===== src/rtl/cajero_automatico_param.sv =====
// -----------------------------------------------------------------------------
// cajero_automatico_param
// ATM session controller: card detect, PIN entry and verification with an
// attempt counter and lockout, idle timeout, and a single transaction per
// session (deposit / withdraw / balance query). Withdrawals are bounded by the
// account balance and by a daily cumulative cap.
//
// Ports
//   clk                   clock
//   reset                 synchronous active-low reset
//   tarjeta_recibida      card inserted (seen only while waiting for a card)
//   digito_stb / digito   PIN digit strobe and value (seen only during PIN entry)
//   pin_correcto          stored PIN, first digit in the most significant nibble
//   tipo_trans            00 deposit, 01 withdraw, 10 balance query, 11 none
//   trans_stb / monto     transaction request strobe and amount
//   balance_inicial       account balance presented to the controller
//   dia_nuevo             clears the daily withdrawal accumulator
//   pin_incorrecto        one-cycle pulse per rejected PIN
//   advertencia           level, one attempt left before lockout
//   bloqueo               level, card locked until reset
//   balance_stb           balance_actualizado carries a fresh value
//   entregar_dinero       dispense pulse for an accepted withdrawal
//   fondos_insuficientes  withdrawal rejected: amount above balance
//   limite_excedido       withdrawal rejected: daily cap would be exceeded
//   timeout_err           one-cycle pulse when an idle session is aborted
//   balance_actualizado   resulting balance, held between transactions
//
// state          | meaning
// ---------------+-------------------------------------------------------------
// ESPERA_TARJETA | idle, waiting for a card
// INGRESO_PIN    | collecting PIN digits, idle timer running
// VERIFICA       | single cycle, compares entered PIN with stored PIN
// ESPERA_TRANS   | PIN accepted, waiting for a transaction request
// PROCESA        | single cycle, evaluates the captured transaction
// BLOQUEADO      | too many wrong PINs, only reset leaves this state
// -----------------------------------------------------------------------------
module cajero_automatico_param #(
   parameter int               PIN_DIGITS     = 4,
   parameter int               MAX_INTENTOS   = 3,
   parameter int               BAL_W          = 64,
   parameter int               MONTO_W        = 32,
   parameter int               TIMEOUT_CICLOS = 1000,
   parameter logic [BAL_W-1:0] LIMITE_DIARIO  = BAL_W'(500000)
) (
   input  logic                    clk,
   input  logic                    reset,
   input  logic                    tarjeta_recibida,
   input  logic                    digito_stb,
   input  logic [3:0]              digito,
   input  logic [4*PIN_DIGITS-1:0] pin_correcto,
   input  logic [1:0]              tipo_trans,
   input  logic                    trans_stb,
   input  logic [MONTO_W-1:0]      monto,
   input  logic [BAL_W-1:0]        balance_inicial,
   input  logic                    dia_nuevo,
   output logic                    pin_incorrecto,
   output logic                    advertencia,
   output logic                    bloqueo,
   output logic                    balance_stb,
   output logic                    entregar_dinero,
   output logic                    fondos_insuficientes,
   output logic                    limite_excedido,
   output logic                    timeout_err,
   output logic [BAL_W-1:0]        balance_actualizado
);

   localparam int PIN_W = 4 * PIN_DIGITS;
   localparam int DIG_W = $clog2(PIN_DIGITS + 1);
   localparam int ATT_W = $clog2(MAX_INTENTOS + 1);
   localparam int TMO_W = $clog2(TIMEOUT_CICLOS + 1);

   localparam logic [DIG_W-1:0] DIG_LAST = DIG_W'(PIN_DIGITS - 1);
   localparam logic [ATT_W-1:0] ATT_MAX  = ATT_W'(MAX_INTENTOS);
   localparam logic [ATT_W-1:0] ATT_WARN = ATT_W'(MAX_INTENTOS - 1);
   localparam logic [TMO_W-1:0] TMO_LAST = TMO_W'(TIMEOUT_CICLOS - 1);

   typedef enum logic [2:0] {
      ESPERA_TARJETA,
      INGRESO_PIN,
      VERIFICA,
      ESPERA_TRANS,
      PROCESA,
      BLOQUEADO
   } state_t;

   state_t             state_q, state_d;
   logic [DIG_W-1:0]   dig_cnt_q, dig_cnt_d;
   logic [PIN_W-1:0]   pin_q, pin_d;
   logic [ATT_W-1:0]   att_q, att_d;
   logic [TMO_W-1:0]   tmo_q, tmo_d;
   logic [1:0]         tipo_q, tipo_d;
   logic [MONTO_W-1:0] monto_q, monto_d;
   logic [BAL_W-1:0]   acum_q, acum_d;
   logic [BAL_W-1:0]   balance_q, balance_d;

   logic pin_incorrecto_q, pin_incorrecto_d;
   logic advertencia_q, advertencia_d;
   logic bloqueo_q, bloqueo_d;
   logic balance_stb_q, balance_stb_d;
   logic entregar_q, entregar_d;
   logic fondos_q, fondos_d;
   logic limite_q, limite_d;
   logic timeout_q, timeout_d;

   logic               pin_match;
   logic               tmo_hit;
   logic [ATT_W-1:0]   att_inc;
   logic [BAL_W-1:0]   monto_ext;
   logic [BAL_W:0]     dep_sum;
   logic [BAL_W:0]     acum_sum;
   logic [BAL_W-1:0]   acum_base;

   assign pin_match = (pin_q == pin_correcto);
   assign tmo_hit   = (tmo_q == TMO_LAST);
   assign att_inc   = att_q + 1'b1;
   assign monto_ext = BAL_W'(monto_q);
   // One extra bit so saturation and the cap comparison see the carry.
   assign dep_sum   = {1'b0, balance_inicial} + {1'b0, monto_ext};
   assign acum_sum  = {1'b0, acum_q} + {1'b0, monto_ext};
   // A new day coincident with a commit restarts the accumulator from zero.
   assign acum_base = dia_nuevo ? '0 : acum_q;

   always_ff @(posedge clk) begin
      if (!reset) begin
         state_q          <= ESPERA_TARJETA;
         dig_cnt_q        <= '0;
         pin_q            <= '0;
         att_q            <= '0;
         tmo_q            <= '0;
         tipo_q           <= '0;
         monto_q          <= '0;
         acum_q           <= '0;
         balance_q        <= '0;
         pin_incorrecto_q <= 1'b0;
         advertencia_q    <= 1'b0;
         bloqueo_q        <= 1'b0;
         balance_stb_q    <= 1'b0;
         entregar_q       <= 1'b0;
         fondos_q         <= 1'b0;
         limite_q         <= 1'b0;
         timeout_q        <= 1'b0;
      end else begin
         state_q          <= state_d;
         dig_cnt_q        <= dig_cnt_d;
         pin_q            <= pin_d;
         att_q            <= att_d;
         tmo_q            <= tmo_d;
         tipo_q           <= tipo_d;
         monto_q          <= monto_d;
         acum_q           <= acum_d;
         balance_q        <= balance_d;
         pin_incorrecto_q <= pin_incorrecto_d;
         advertencia_q    <= advertencia_d;
         bloqueo_q        <= bloqueo_d;
         balance_stb_q    <= balance_stb_d;
         entregar_q       <= entregar_d;
         fondos_q         <= fondos_d;
         limite_q         <= limite_d;
         timeout_q        <= timeout_d;
      end
   end

   // Next state, session counters and captured request.
   always_comb begin
      state_d   = state_q;
      dig_cnt_d = dig_cnt_q;
      pin_d     = pin_q;
      att_d     = att_q;
      tmo_d     = tmo_q;
      tipo_d    = tipo_q;
      monto_d   = monto_q;
      case (state_q)
         ESPERA_TARJETA: begin
            if (tarjeta_recibida) begin
               state_d   = INGRESO_PIN;
               dig_cnt_d = '0;
               tmo_d     = '0;
            end
         end
         INGRESO_PIN: begin
            if (digito_stb) begin
               pin_d = PIN_W'({pin_q, digito});
               tmo_d = '0;
               if (dig_cnt_q == DIG_LAST) begin
                  state_d   = VERIFICA;
                  dig_cnt_d = '0;
               end else begin
                  dig_cnt_d = dig_cnt_q + 1'b1;
               end
            end else if (tmo_hit) begin
               state_d = ESPERA_TARJETA;
               tmo_d   = '0;
            end else begin
               tmo_d = tmo_q + 1'b1;
            end
         end
         VERIFICA: begin
            dig_cnt_d = '0;
            tmo_d     = '0;
            if (pin_match) begin
               state_d = ESPERA_TRANS;
               att_d   = '0;
            end else begin
               att_d   = att_inc;
               state_d = (att_inc == ATT_MAX) ? BLOQUEADO : INGRESO_PIN;
            end
         end
         ESPERA_TRANS: begin
            if (trans_stb) begin
               state_d = PROCESA;
               tipo_d  = tipo_trans;
               monto_d = monto;
               tmo_d   = '0;
            end else if (tmo_hit) begin
               state_d = ESPERA_TARJETA;
               tmo_d   = '0;
            end else begin
               tmo_d = tmo_q + 1'b1;
            end
         end
         PROCESA:   state_d = ESPERA_TARJETA;
         BLOQUEADO: state_d = BLOQUEADO;
         default:   state_d = ESPERA_TARJETA;
      endcase
   end

   // Registered outputs and transaction datapath.
   always_comb begin
      pin_incorrecto_d = 1'b0;
      balance_stb_d    = 1'b0;
      entregar_d       = 1'b0;
      fondos_d         = 1'b0;
      limite_d         = 1'b0;
      timeout_d        = 1'b0;
      advertencia_d    = advertencia_q;
      bloqueo_d        = bloqueo_q;
      balance_d        = balance_q;
      acum_d           = acum_base;
      case (state_q)
         INGRESO_PIN:  timeout_d = !digito_stb && tmo_hit;
         ESPERA_TRANS: timeout_d = !trans_stb && tmo_hit;
         VERIFICA: begin
            if (pin_match) begin
               advertencia_d = 1'b0;
            end else begin
               pin_incorrecto_d = 1'b1;
               advertencia_d    = (att_inc == ATT_WARN);
               if (att_inc == ATT_MAX) bloqueo_d = 1'b1;
            end
         end
         PROCESA: begin
            case (tipo_q)
               2'b00: begin
                  balance_d     = dep_sum[BAL_W] ? '1 : dep_sum[BAL_W-1:0];
                  balance_stb_d = 1'b1;
               end
               2'b01: begin
                  if (monto_ext > balance_inicial) begin
                     fondos_d = 1'b1;
                  end else if (acum_sum > {1'b0, LIMITE_DIARIO}) begin
                     limite_d = 1'b1;
                  end else begin
                     balance_d     = balance_inicial - monto_ext;
                     balance_stb_d = 1'b1;
                     entregar_d    = 1'b1;
                     acum_d        = acum_base + monto_ext;
                  end
               end
               2'b10: begin
                  balance_d     = balance_inicial;
                  balance_stb_d = 1'b1;
               end
               default: ;
            endcase
         end
         default: ;
      endcase
   end

   assign pin_incorrecto       = pin_incorrecto_q;
   assign advertencia          = advertencia_q;
   assign bloqueo              = bloqueo_q;
   assign balance_stb          = balance_stb_q;
   assign entregar_dinero      = entregar_q;
   assign fondos_insuficientes = fondos_q;
   assign limite_excedido      = limite_q;
   assign timeout_err          = timeout_q;
   assign balance_actualizado  = balance_q;

endmodule

===== config.mk =====
export PLATFORM = sky130hd
export DESIGN_NAME = cajero_automatico_param
export DESIGN_NICKNAME = d
export VERILOG_FILES = /design/src/rtl/cajero_automatico_param.sv
export SDC_FILE = /design/constraint.sdc
export NUM_CORES = 1
export LEC_CHECK = 0
export ABC_CLOCK_PERIOD_IN_PS = 9500
export BUFFER_PORTS_ARGS = -buffer_cell sky130_fd_sc_hd__buf_2
export CORE_ASPECT_RATIO = 1.2
export CORE_MARGIN = 2
export CORE_UTILIZATION = 24
export CTS_CLUSTER_DIAMETER = 100
export DETAILED_ROUTE_END_ITERATION = 10
export GPL_TIMING_DRIVEN = 0
export PLACE_DENSITY = 0.5
export SLEW_MARGIN = 20
export SYNTH_ARGS = -nofsm -noshare
export SYNTH_HDL_FRONTEND = slang
export SYNTH_SLANG_ARGS = --single-unit

===== constraint.sdc =====
create_clock -name clk -period 9.5 [get_ports clk]
set_input_delay 0.475 -clock clk [delete_from_list [all_inputs] [get_ports clk]]
set_output_delay 0.475 -clock clk [all_outputs]
set_load 0.005 [all_outputs]

---- Word level (Yosys, flattened, before mapping) ----
Cells that the tools add are included.
operators by class
  $lt $le $gt $ge ......................... 2
  multiplexer cells ....................... 35
  add/subtract/negate cells ............... 7
  bitwise gates (word level) .............. 4
  equal/unequal tests ..................... 17
  multipliers ............................. 0
  shift-type cells ........................ 0
  reduce and logical (&&, ||, !) cells .... 21
  divide/modulo/power cells ............... 0
operators by type and width
  cell                                                             count
  2-to-1 mux 64 bit                                                8
  case mux 64 bit (3 select lines)                                 1
  adder 64 x 32 -> 65 bit                                          2
  greater-than comparator 65 x 19 -> 1 bit, second input constant  1
  adder 64 x 32 -> 64 bit                                          1
  greater-than comparator 32 x 64 -> 1 bit                         1
  subtractor 64 x 32 -> 64 bit                                     1
  2-to-1 mux 10 bit                                                4
  case mux 10 bit (4 select lines)                                 1
  2-to-1 mux 3 bit                                                 10
  equality test 16 bit                                             1
  case mux 3 bit (5 select lines)                                  1
  AND reduction 2 bit                                              6
  adder 10 x 1 -> 10 bit, second input constant                    1
  equality test 10 bit, second input constant                      1
  equality test 3 x 2 -> 1 bit, second input constant              3
  case mux 3 bit (3 select lines)                                  1
  AND reduction 3 bit                                              3
  inequality test 2 bit, second input constant                     4
  equality test 2 bit, second input constant                       3
  equality test 3 bit, second input constant                       2
  2-to-1 mux 1 bit                                                 6
  nonzero test 3 bit                                               2
  inverter 1 bit                                                   4
  15 further kinds                                                 18
word-level totals
  logic and storage cells ................. 103
  memory bits (writable) .................. 0
  output and inout bits ................... 72
  flip-flop bits (word level) ............. 204
  memories ................................ 0
  bits in read-only memories .............. 0
  latch bits .............................. 0

---- Depth between registers and ports, before layout ----
Gate-level depths: netlist (run 1).
  depth in word-level cells ............... 6
  gate-level depth with buffers ........... 18
  gate-level depth less buffers ........... 17

---- Worst setup path after synthesis (run 1) ----
OpenSTA, ideal clock, no wires.
  path type ............................... register to register
  start point ............................. register monto_q[0]
  end point ............................... register acum_q[25]
  data arrival time ....................... 3699 ps
  period minus slack after synthesis ...... 3827 ps
  setup slack ............................. 5673 ps
  required time ........................... 9372 ps
  buffers on the path ..................... 1
  cell stages (with the launch flop) ...... 17
  cells stage by stage .................... dfxtp_1 -> ha_1 -> fa_1 -> a211oi_1 -> o21ai_1 -> a21bo_2 -> a21oi_1 -> o41a_1 -> o21ai_0 -> xor2_1 -> nor4_1 -> and4_1 -> nand4b_1 -> nor2_2 -> buf_2 -> mux2i_1 -> nor2_1
between the ends
  longest elaborated chain between the ends .. 6
ends and longest elaborated chain
  what                                      line  source
  from (decl)                               92    logic [MONTO_W-1:0] monto_q, monto_d;
  from (signal assigned)                    149   monto_q <= monto_d;
  adder 64 x 32 -> 65 bit                   119   assign acum_sum = {1'b0, acum_q} + {1'b0, monto_ext};
  greater-than comparator 65 x 19 -> 1 bit  260   end else if (acum_sum > {1'b0, LIMITE_DIARIO}) begin
  2-to-1 mux 64 bit                         260
  2-to-1 mux 64 bit (*)                     258   if (monto_ext > balance_inicial) begin
  2-to-1 mux 64 bit (*)                     252   case (tipo_q)
  2-to-1 mux 64 bit (*)                     239   case (state_q)
  to (signal assigned)                      150   acum_q <= acum_d;
  to (decl)                                 93    logic [BAL_W-1:0] acum_q, acum_d;
Every way passes the cells marked *; elsewhere a longest branch is shown, timed or not.
A chain may end at the register's enable or synchronous reset.

---- Worst setup path after layout (run 1) ----
  start point ............................. register monto_q[4]
  end point ............................... register balance_q[43] (netlist: balance_actualizado[43])
between the ends
  longest elaborated chain between the ends .. 4
ends and longest elaborated chain
  what                                                                                      line      source
  adder 64 x 32 -> 65 bit or subtractor 64 x 32 -> 64 bit (tied branches)                   119, 263
  greater-than comparator 65 x 19 -> 1 bit or 2-to-1 mux 64 bit (tied branches)             260
  inequality test 2 bit (no source line) or 2-to-1 mux 64 bit (tied branches)               --
  AND reduction 4 bit (no source line) or case mux 64 bit (3 select lines) (tied branches)  --
  to (signal assigned)                                                                      151       balance_q <= balance_d;
  to (decl)                                                                                 94        logic [BAL_W-1:0] balance_q, balance_d;
Parallel ways exist; a longest one is shown, timed or not. The select of a mux whose other input is x is not followed.

==> results of run 1 <==
==> registers in the layout (all words and copies together), names as in the netlist <==
| register | cells |
|---|---|
| fondos_insuficientes | 1 |
| monto_q | 32 |
| advertencia | 1 |
| tipo_q | 2 |
| acum_q | 64 |
| tmo_q | 10 |
| balance_actualizado | 64 |
| att_q | 2 |
| bloqueo | 1 |
| pin_q | 16 |
| timeout_err | 1 |
| state_q | 3 |
| entregar_dinero | 1 |
| pin_incorrecto | 1 |
| dig_cnt_q | 3 |
| balance_stb | 1 |
| limite_excedido | 1 |
==> critical path, stage by stage, from the launching register on <==
cell	delay [ps]
dfxtp_1	510
inv_1	80
ha_1	270
clkbuf_1	330
nor2b_1	110
o21bai_1	190
a31oi_1	260
a2111oi_0	750
o21a_1	370
o211ai_2	270
and2_1	320
a41oi_1	830
buf_2	480
buf_1	630
a32oi_1	230
a22o_1	270
==> stage by stage <==
step	instance area (µm²)	power (W)	worst slack [ps]	std cells	hold slack [ps]
after CTS	21000	0.00223	3570	3665	93.0
final	21000	0.00220	3470	3666	121
after detailed placement	20100	0.00112	3600	3615	450
after global routing	21000	0.00228	3220	3666	116
after floorplan	18000	0.00103	5670	2444	449
after global placement	20100	0.00112	3550	3615	447
==> cell usage in the layout, fill, tap and decap left out, types with 29 or more instances in the layout <==
cell type  instances
nand2_1          304
a21oi_1          245
dfxtp_1          204
buf_2            195
nor2_1           193
ha_1             137
clkbuf_1         117
o21ai_0          107
inv_1            101
xnor2_1           76
nor3_1            75
nand3_1           60
nand4_1           56
nor2b_1           51
xor2_1            44
a22o_1            44
o22ai_1           39
and2_1            37
mux2i_1           33
a31oi_1           31
a21o_1            29
clkbuf_16         29
==> per-layer routing <==
metal	vias up	part of all wire (%)
met3	186	5.6
li1	9381	-
met2	670	48
met4	6	5.0
met1	8874	41
met5	-	0.056
==> cell families after synthesis <==
group                    after synthesis
AND/OR/NAND/NOR                      926
AO/OA/AOI/OAI                        759
buffers and inverters                258
flip-flops                           204
adder cells (fa/ha/maj)              141
XOR/XNOR                             120
multiplexers                          36
==> path summary, 6_finish.rpt <==
| kind | cells past startpoint | slack (ps) | start | endpoint |
|---|---|---|---|---|
| max | 15 | 3470 | monto_q[4] | balance_actualizado[43] |
| min | 3 | 120 | digito[1] | pin_q[1] |
| max reg2reg | 15 | 3470 | monto_q[4] | balance_actualizado[43] |
| min reg2reg | 1 | 460 | balance_actualizado[46] | balance_actualizado[46] |
==> final cells by class <==
type / count / area (µm²)
inverter: 104 / 390
tap: 999 / 1250
multi-input combinational: 1982 / 12800
sequential: 204 / 4080
fill: 8298 / 52900
antenna: 1 / 2.50
clock buffer: 34 / 795
clock inverter: 16 / 170
timing repair buffer: 172 / 861
buffer: 154 / 663
==> report_power, final <==
group	internal [W]	switching, W
clock network	0.000652	0.000446
logic	0.0000789	0.000159
registers	0.000860	0.00000504
==> impl_metrics.csv, run 1 <==
group,metric,value,unit
outcome,outcome,"finished, final reports clean",
yosys,synth_top_area_share,22.8,%
clock_network,clock_latency,590,ps
flow_run,max_cap_viol_count,0,
yosys,synthAdderAreaFrac,10.0,%
route,wire_per_inst,20.0,µm
critical_path,cp-start-kind,"flip-flop",
grt,grt_overflow,0,
route,first_pass_iters,5,
clock_network,cts_made_buffers,29,
timing,rsz0062_at_grt,"no",
timing,hold_viol_final,0,
die,boundaryPins,196,
placed_design,gp_congestion,0.962,
critical_path,cp.arrival,6510,ps
grt,use_met3,2.73,%
critical_path,critical_path_class,"reg2reg",
grt,grtUsageTotal,18.4,%
clock_network,cts_resized,0,
grt,grt_start_max_net_pins,16,
timing,setup-violations-final,0,
die,die_area,77000,µm²
critical_path,critical_path.max_fanout,10,
yosys,synth-seq-cells,204,
yosys,yosysWarnings,0,
yosys,synth_top_family_by_area,"compound AO/OA/AOI/OAI gates",
clock_network,cts_tree,"built",
power,cellLeakagePower,8.14,nW
yosys,synth_common_cells,"304 x nand2_1, 245 x a21oi_1, 204 x dfxtp_1",
route,drtAntennaViolNets,0,
yosys,synth-edff-count,0,
finish,drive_above_1_share,11.1,%
yosys,syn-mean-instance-area,7.34,µm²
yosys,yosys.cell_types.count,96,
timing,min_period,6030,ps
power,p_per_area,105,nW/µm²
die,rows,109,
grt,antenna_found_initial,6,
die,die-width,254,µm
yosys,synth_xor_area_share,5.85,%
yosys,dominantRegCellSynth,"dfxtp_1",
yosys,synth_compound_area_share,28.2,%
yosys,yosysSeqAreaShare,22.8,%
yosys,synth.area.top_cells,"dfxtp_1 23%, ha_1 9.5%, a21oi_1 6.8%",
grt,grt_pass1_wl,110000,µm
placed_design,dpl.hpwl,58500,µm
route,dr_total_vias,19100,
route,vias_per_cell,5.21,
yosys,synth.area.mux_share,2.03,%
clock_network,cts_buffer_depth,3,
route,remaining_drc_errors,0,
clock_network,cts.sinks,204,
die,initial_utilization,24.3,%
timing,fin_crit_sh,63.4,%
critical_path,cp-end-kind,"flip-flop",
yosys,netlist_area,18000,µm²
timing,worst_slew_pin_slew,1240,ps
yosys,yosys.area_share.simple,25.4,%
power,peakVddDrop,133,µV
clock_network,post_cts_buffers,0,
yosys,postSynthCellCount,2444,
grt,first_global_vias,18500,
route,wl,73300,µm
timing,slew_headroom,17.1,%
die,core,73900,µm²
finish,fin_util,28.5,%
route,drt_iter0_markers,1323,
timing,max_freq,166,MHz
yosys,yosysTopAreaCell,"dfxtp_1",
clock_network,clkTransAtPathRegs,60,ps
clock_network,cts_root_buf,"clkbuf_16",
timing,setup_tns,0,ps
finish,nets,2912,
timing,finalMaxSlewViolations,0,
die,die_h,304,µm
yosys,async_reset_ff_share,0,%
grt,use_met2,32.8,%
finish,area_delta_synth_final,17.2,%
clock_network,hold_buffers,0,
placed_design,port-buffer-count,172,
yosys,syn_nets,2709,
critical_path,crit_required,9980,ps
grt,grt.busiest_layer,"met2",
grt,met1_usage,21.4,%
hold_path,hp-class,"in2reg",
yosys,yosysMostFrequentCell,"nand2_1",
timing,skew,17.3,ps
clock_network,h-tree-depth,1,
(Power assumes the default switching activity.)
==> inputs of run 2 (changes only) <==
--- a/config.mk
+++ b/config.mk
@@ -5,7 +5,7 @@
 export SDC_FILE = /design/constraint.sdc
 export NUM_CORES = 1
 export LEC_CHECK = 0
-export ABC_CLOCK_PERIOD_IN_PS = 9500
+export ABC_CLOCK_PERIOD_IN_PS = 5500
 export BUFFER_PORTS_ARGS = -buffer_cell sky130_fd_sc_hd__buf_2
 export CORE_ASPECT_RATIO = 1.2
 export CORE_MARGIN = 2
@@ -13,7 +13,7 @@
 export CTS_CLUSTER_DIAMETER = 100
 export DETAILED_ROUTE_END_ITERATION = 10
 export GPL_TIMING_DRIVEN = 0
-export PLACE_DENSITY = 0.5
+export PLACE_DENSITY = 0.52
 export SLEW_MARGIN = 20
 export SYNTH_ARGS = -nofsm -noshare
 export SYNTH_HDL_FRONTEND = slang
==> constraint.sdc (replaced) <==
create_clock -name clk -period 5.5 [get_ports clk]
set_input_delay 0.275 -clock clk [delete_from_list [all_inputs] [get_ports clk]]
set_output_delay 0.275 -clock clk [all_outputs]
set_load 0.005 [all_outputs]
==> run 2 against run 1 <==
Setup slack lost 3300 ps; worst hold slack lost 13 ps; critical endpoint is now balance_actualizado[20]; routed wire length is essentially flat; sequential share of layout area shrank 0.41 points; sequential power grew 72%; first-iteration DRC count grew 5.3%; clock power grew 73%; sequential cell count is the same; die area is the same.
==> impl_metrics.csv, run 2 (synthesized netlist as in run 1, its figures left out) <==
group,metric,value,unit
outcome,outcome,"finished, final reports clean",
route,drt_iter0_markers,1393,
critical_path,cp.arrival,5800,ps
grt,grtUsageTotal,18.4,%
timing,rsz0062_at_grt,"no",
die,die_h,304,µm
power,cellLeakagePower,8.34,nW
finish,nets,2952,
placed_design,port-buffer-count,172,
timing,max_freq,190,MHz
timing,min_period,5280,ps
grt,grt_pass1_wl,111000,µm
timing,worst_slew_pin_slew,1030,ps
timing,slew_headroom,30.6,%
clock_network,cts_root_buf,"clkbuf_16",
die,core,73900,µm²
flow_run,max_cap_viol_count,0,
route,wl,73200,µm
clock_network,clock_latency,590,ps
hold_path,hp-class,"in2reg",
clock_network,cts_buffer_depth,3,
route,first_pass_iters,5,
power,p_per_area,178,nW/µm²
critical_path,crit_required,6030,ps
placed_design,gp_congestion,0.981,
route,remaining_drc_errors,0,
clock_network,h-tree-depth,1,
finish,final_cells,3710,
clock_network,clkTransAtPathRegs,60,ps
die,die-width,254,µm
timing,hold_viol_final,0,
finish,area_delta_synth_final,19.8,%
finish,final_common_cell,"nand2_1",
route,wire_per_inst,19.7,µm
grt,antenna_found_initial,10,
timing,setup_tns,0,ps
clock_network,cts_tree,"built",
grt,use_met3,2.92,%
critical_path,critical_path.max_fanout,19,
clock_network,cts.sinks,204,
grt,first_global_vias,18800,
timing,finalMaxSlewViolations,0,
route,vias_per_cell,5.24,
critical_path,cp-end-kind,"flip-flop",
die,die_area,77000,µm²
die,rows,109,
die,boundaryPins,196,
timing,skew,29.4,ps
timing,fin_crit_sh,95.9,%
power,peakVddDrop,211,µV
grt,use_met2,32.6,%
timing,setup-violations-final,0,
route,drtAntennaViolNets,0,
finish,drive_above_1_share,11.3,%
grt,grt_start_max_net_pins,20,
grt,grt.busiest_layer,"met2",
die,initial_utilization,24.3,%
finish,fill_cells,8156,
placed_design,dp.cells,3615,
grt,grt_overflow,0,
clock_network,cts_made_buffers,29,
grt,met1_usage,21.8,%
critical_path,critical_path_class,"reg2reg",
finish,mostFrequentLayoutCells,"304 x nand2_1, 245 x a21oi_1, 204 x dfxtp_1",
placed_design,dpl.hpwl,58100,µm
route,dr_total_vias,19400,
critical_path,cp-start-kind,"flip-flop",
## run 2: worst paths after layout
check                                from                       to  slack, ps  depth (start not counted)
hold / removal        balance_inicial[56]  balance_actualizado[56]        110                          3
hold reg to reg   balance_actualizado[37]  balance_actualizado[37]        460                          1
setup reg to reg               monto_q[1]  balance_actualizado[20]        220                         15
setup / recovery               monto_q[1]  balance_actualizado[20]        220                         15
## run 2: layer usage
| layer | share of wire [%] | vias to the layer above | wire length (µm) |
|---|---|---|---|
| met5 | 0.051 | - | 37 |
| met4 | 5.1 | 6 | 3740 |
| met3 | 6.4 | 200 | 4720 |
| met2 | 48 | 741 | 34900 |
| met1 | 41 | 9032 | 29800 |
| li1 | - | 9460 | - |
## run 2: power by group
group / internal (W) / switching, W
sequential: 0.00149 / 0.00000850
clock: 0.00113 / 0.000764
combinational: 0.000157 / 0.000282
total: 0.00277 / 0.00105
## run 2: metrics by stage
stage | setup slack, ps | total power [W] | hold slack, ps | utilization, % | instance area [µm²]
finish | 224 | 0.00383 | 109 | 29.1 | 21500
global route | 18.3 | 0.00398 | 99.6 | 29.1 | 21500
CTS | 54.5 | 0.00388 | 58.4 | 29.0 | 21400
detailed placement | -379 | 0.00193 | 449 | 27.1 | 20100
global placement | -405 | 0.00193 | 448 | 27.1 | 20100
floorplan | 1670 | 0.00177 | 411 | - | 18000
## run 2: final cells by class
class / instances / area [µm²] / area share (%)
diodes: 4 / 10.0 / 0.0466
plain buffers: 153 / 666 / 3.10
clock buffers: 35 / 768 / 3.57
clock inverters: 16 / 174 / 0.809
inverters: 104 / 390 / 1.82
multi-input cells: 1982 / 12900 / 59.9
flip-flops and latches: 204 / 4080 / 19.0
well taps: 999 / 1250 / 5.81
repair buffers: 213 / 1280 / 5.95
## run 2: what timing repair did
item                                    CTS  global route
endpoints found under the setup margin   62            68
hold buffers                             39             0
gates resized for setup                   6             7
endpoints found under the hold margin    39             0
setup buffers                             0             2
pin swaps                                 0             1
## run 2: critical path, stage by stage (launching register included)
cell and delay [ps]:
dfxtp_1 550, inv_1 270, fa_1 520, o21ba_2 240
or4_1 450, a31oi_2 350, a2111oi_0 250, o21a_1 310
o211ai_2 460, and2_1 290, a41oi_2 340, buf_4 380
a32oi_1 210, o22ai_1 110, a21oi_1 310, a22o_1 180
==> inputs of run 3 (changes only) <==
--- a/config.mk
+++ b/config.mk
@@ -14,6 +14,7 @@
 export DETAILED_ROUTE_END_ITERATION = 10
 export GPL_TIMING_DRIVEN = 0
 export PLACE_DENSITY = 0.52
+export SETUP_SLACK_MARGIN = 0.4
 export SLEW_MARGIN = 20
 export SYNTH_ARGS = -nofsm -noshare
 export SYNTH_HDL_FRONTEND = slang
==> run 3 against run 2 <==
Combinational power barely moved; die area did not move; non-clock buffer count rose by 4; worst hold slack improved by 0.61 ps; utilization rose by 0.23 points; routed wire length rose by 0.22%; highest routed layer unchanged.
==> impl_metrics.csv, run 3 (synthesized netlist as in run 1, its figures left out) <==
group,metric,value,unit
outcome,outcome,"finished, final reports clean",
grt,grt_pass1_wl,111000,µm
die,die-width,254,µm
power,p_per_area,177,nW/µm²
critical_path,slowest_stage,"a2111oi_1",
timing,rsz0062_at_grt,"no",
timing,skew,31.7,ps
hold_path,worstHoldStart,"balance_inicial[56]",
power,power.share.combinational,11.5,%
die,initial_utilization,24.3,%
die,die_h,304,µm
finish,nets,2956,
die,die_area,77000,µm²
critical_path,cp-end-kind,"flip-flop",
timing,slew_headroom,31.1,%
timing,fin_crit_sh,89.1,%
timing,min_period,4900,ps
finish,fin_util,29.3,%
power,cellLeakagePower,8.39,nW
critical_path,r2r-end,"balance_actualizado[59]",
die,boundaryPins,196,
grt,grtUsageTotal,18.4,%
timing,hold_viol_final,0,
power,power.share.clock,49.5,%
flow_run,max_cap_viol_count,0,
grt,antenna_found_initial,10,
route,dr_total_vias,19500,
clock_network,cts_buffer_depth,3,
finish,mostFrequentLayoutCells,"304 x nand2_1, 244 x a21oi_1, 202 x dfxtp_1",
timing,finalMaxSlewViolations,0,
timing,max_freq,204,MHz
clock_network,cts_root_buf,"clkbuf_16",
route,wl,73400,µm
power,switchingPower,0.00106,W
grt,grt_overflow,0,
clock_network,clkTransAtPathRegs,60,ps
route,wire_per_inst,19.7,µm
timing,setup_tns,0,ps
clock_network,h-tree-depth,1,
grt,first_global_vias,18900,
critical_path,slowest_delay,610,ps
placed_design,gp_congestion,0.981,
clock_network,cts_made_buffers,29,
placed_design,dpl.hpwl,58100,µm
critical_path,reg2reg_slack,600,ps
critical_path,crit_required,5960,ps
power,peakVddDrop,211,µV
finish,final_common_cell,"nand2_1",
route,vias_per_cell,5.25,
power,sw_frac_of_total,27.6,%
clock_network,cts.sinks,204,
route,first_pass_iters,5,
placed_design,pre_cts_ws,-379,ps
critical_path,critical_path_class,"reg2reg",
route,drtAntennaViolNets,0,
power,p_seq_share,39.0,%
critical_path,cp.arrival,5360,ps
die,rows,109,
route,drt_iter0_markers,1358,
timing,worst_slew_pin_slew,1020,ps
critical_path,cp-start-kind,"flip-flop",
route,remaining_drc_errors,0,
critical_path,reg2reg_depth,15,
hold_path,hp-class,"in2reg",
placed_design,port-buffer-count,172,
finish,drive_above_1_share,12.0,%
finish,area_delta_synth_final,20.7,%
hold_path,hold_end,"balance_actualizado[56]",
clock_network,clock_latency,590,ps
power,intPower,0.00277,W
critical_path,critical_path.max_fanout,10,
critical_path,r2r-start,"monto_q[4]",
die,core,73900,µm²
timing,fin_ws,599,ps
grt,grt_start_max_net_pins,15,
timing,setup-violations-final,0,
clock_network,cts_tree,"built",
hold_path,worstHoldPathCells,3,
critical_path,cp_cell_sequence,"inv_1 -> ha_1 -> clkbuf_1 -> nor2b_1 -> o21bai_1 -> a31oi_4 -> a2111oi_1 -> o21a_1 -> o211ai_4 -> and2_1 -> a41oi_4 -> buf_2 -> clkbuf_2 -> a21oi_1 -> a22o_1",
-- run 3: changes by cell type in the layout (fill, tap and decap cells not counted), sizes merged --
cell    change
clkbuf      +2
buf         +2
diode       +2
-- run 3: metal layers --
layer	track usage (%)	share of wire, %	vias up
met3	2.95	6.8	205
met4	8.47	5.1	6
li1	-	-	9484
met1	21.7	40	9016
met2	32.7	48	792
met5	0	0.052	-
-- run 3: how the worst max path moves through the flow --
| stage | from | to | slack (ps) |
|---|---|---|---|
| 2_1_floorplan | monto_q[0] | acum_q[25] | 1670 |
| 3_3_place_gp | monto_q[4] | balance_actualizado[24] | -400 |
| 3_5_place_dp | monto_q[4] | balance_actualizado[24] | -380 |
| 4_1_cts | monto_q[1] | balance_actualizado[59] | 390 |
| 5_1_grt | monto_q[0] | balance_actualizado[17] | 410 |
| 6_report | monto_q[4] | balance_actualizado[59] | 600 |
-- run 3: worst max-delay path: cells and delay by family, from the launching register on --
kind / cells / cell delay [ps]
AOI/OAI and AO/OA: 8 / 2380
adders and majority gates: 1 / 270
and+or+nand+nor: 2 / 430
buffers and inverters: 4 / 1170
DFF: 1 / 500
-- run 3: cell type report --
class | count | area, µm²
Fill cell | 8153 | 52300
Multi-Input combinational cell | 1982 | 13000
Sequential cell | 204 | 4090
Timing Repair Buffer | 216 | 1300
Tap cell | 999 | 1250
Clock buffer | 35 | 768
Buffer | 154 | 678
Inverter | 104 | 390
Clock inverter | 16 | 174
Antenna cell | 6 | 15.0
-- run 3: power groups by stage --
| stage | Clock (W) | Sequential (W) | Combinational, W |
|---|---|---|---|
| 2_1_floorplan | 0 | 0.00152 | 0.000248 |
| 3_3_place_gp | 0 | 0.00153 | 0.000405 |
| 3_5_place_dp | 0 | 0.00153 | 0.000405 |
| 4_1_cts | 0.00195 | 0.00149 | 0.000434 |
| 5_1_grt | 0.00200 | 0.00149 | 0.000482 |
| 6_report | 0.00190 | 0.00149 | 0.000441 |
-- run 3: timing repair --
action | in CTS | in global routing
hold buffers | 39 | 0
endpoints found under the setup margin | 93 | 93
pin swaps | 1 | 2
gates resized for setup | 16 | 33
buffers inserted | 2 | 3
endpoints found under the hold margin | 39 | 0
-- run 3: per-stage QoR --
stage | hold WS, ps | instances | area, µm² | total power, W
finish | 109 | 3716 | 21700 | 0.00383
global route | 99.6 | 3712 | 21700 | 0.00398
CTS | 58.4 | 3707 | 21500 | 0.00388
detailed placement | 449 | 3615 | 20100 | 0.00193
global placement | 448 | 3615 | 20100 | 0.00193
floorplan | 411 | 2444 | 18000 | 0.00177
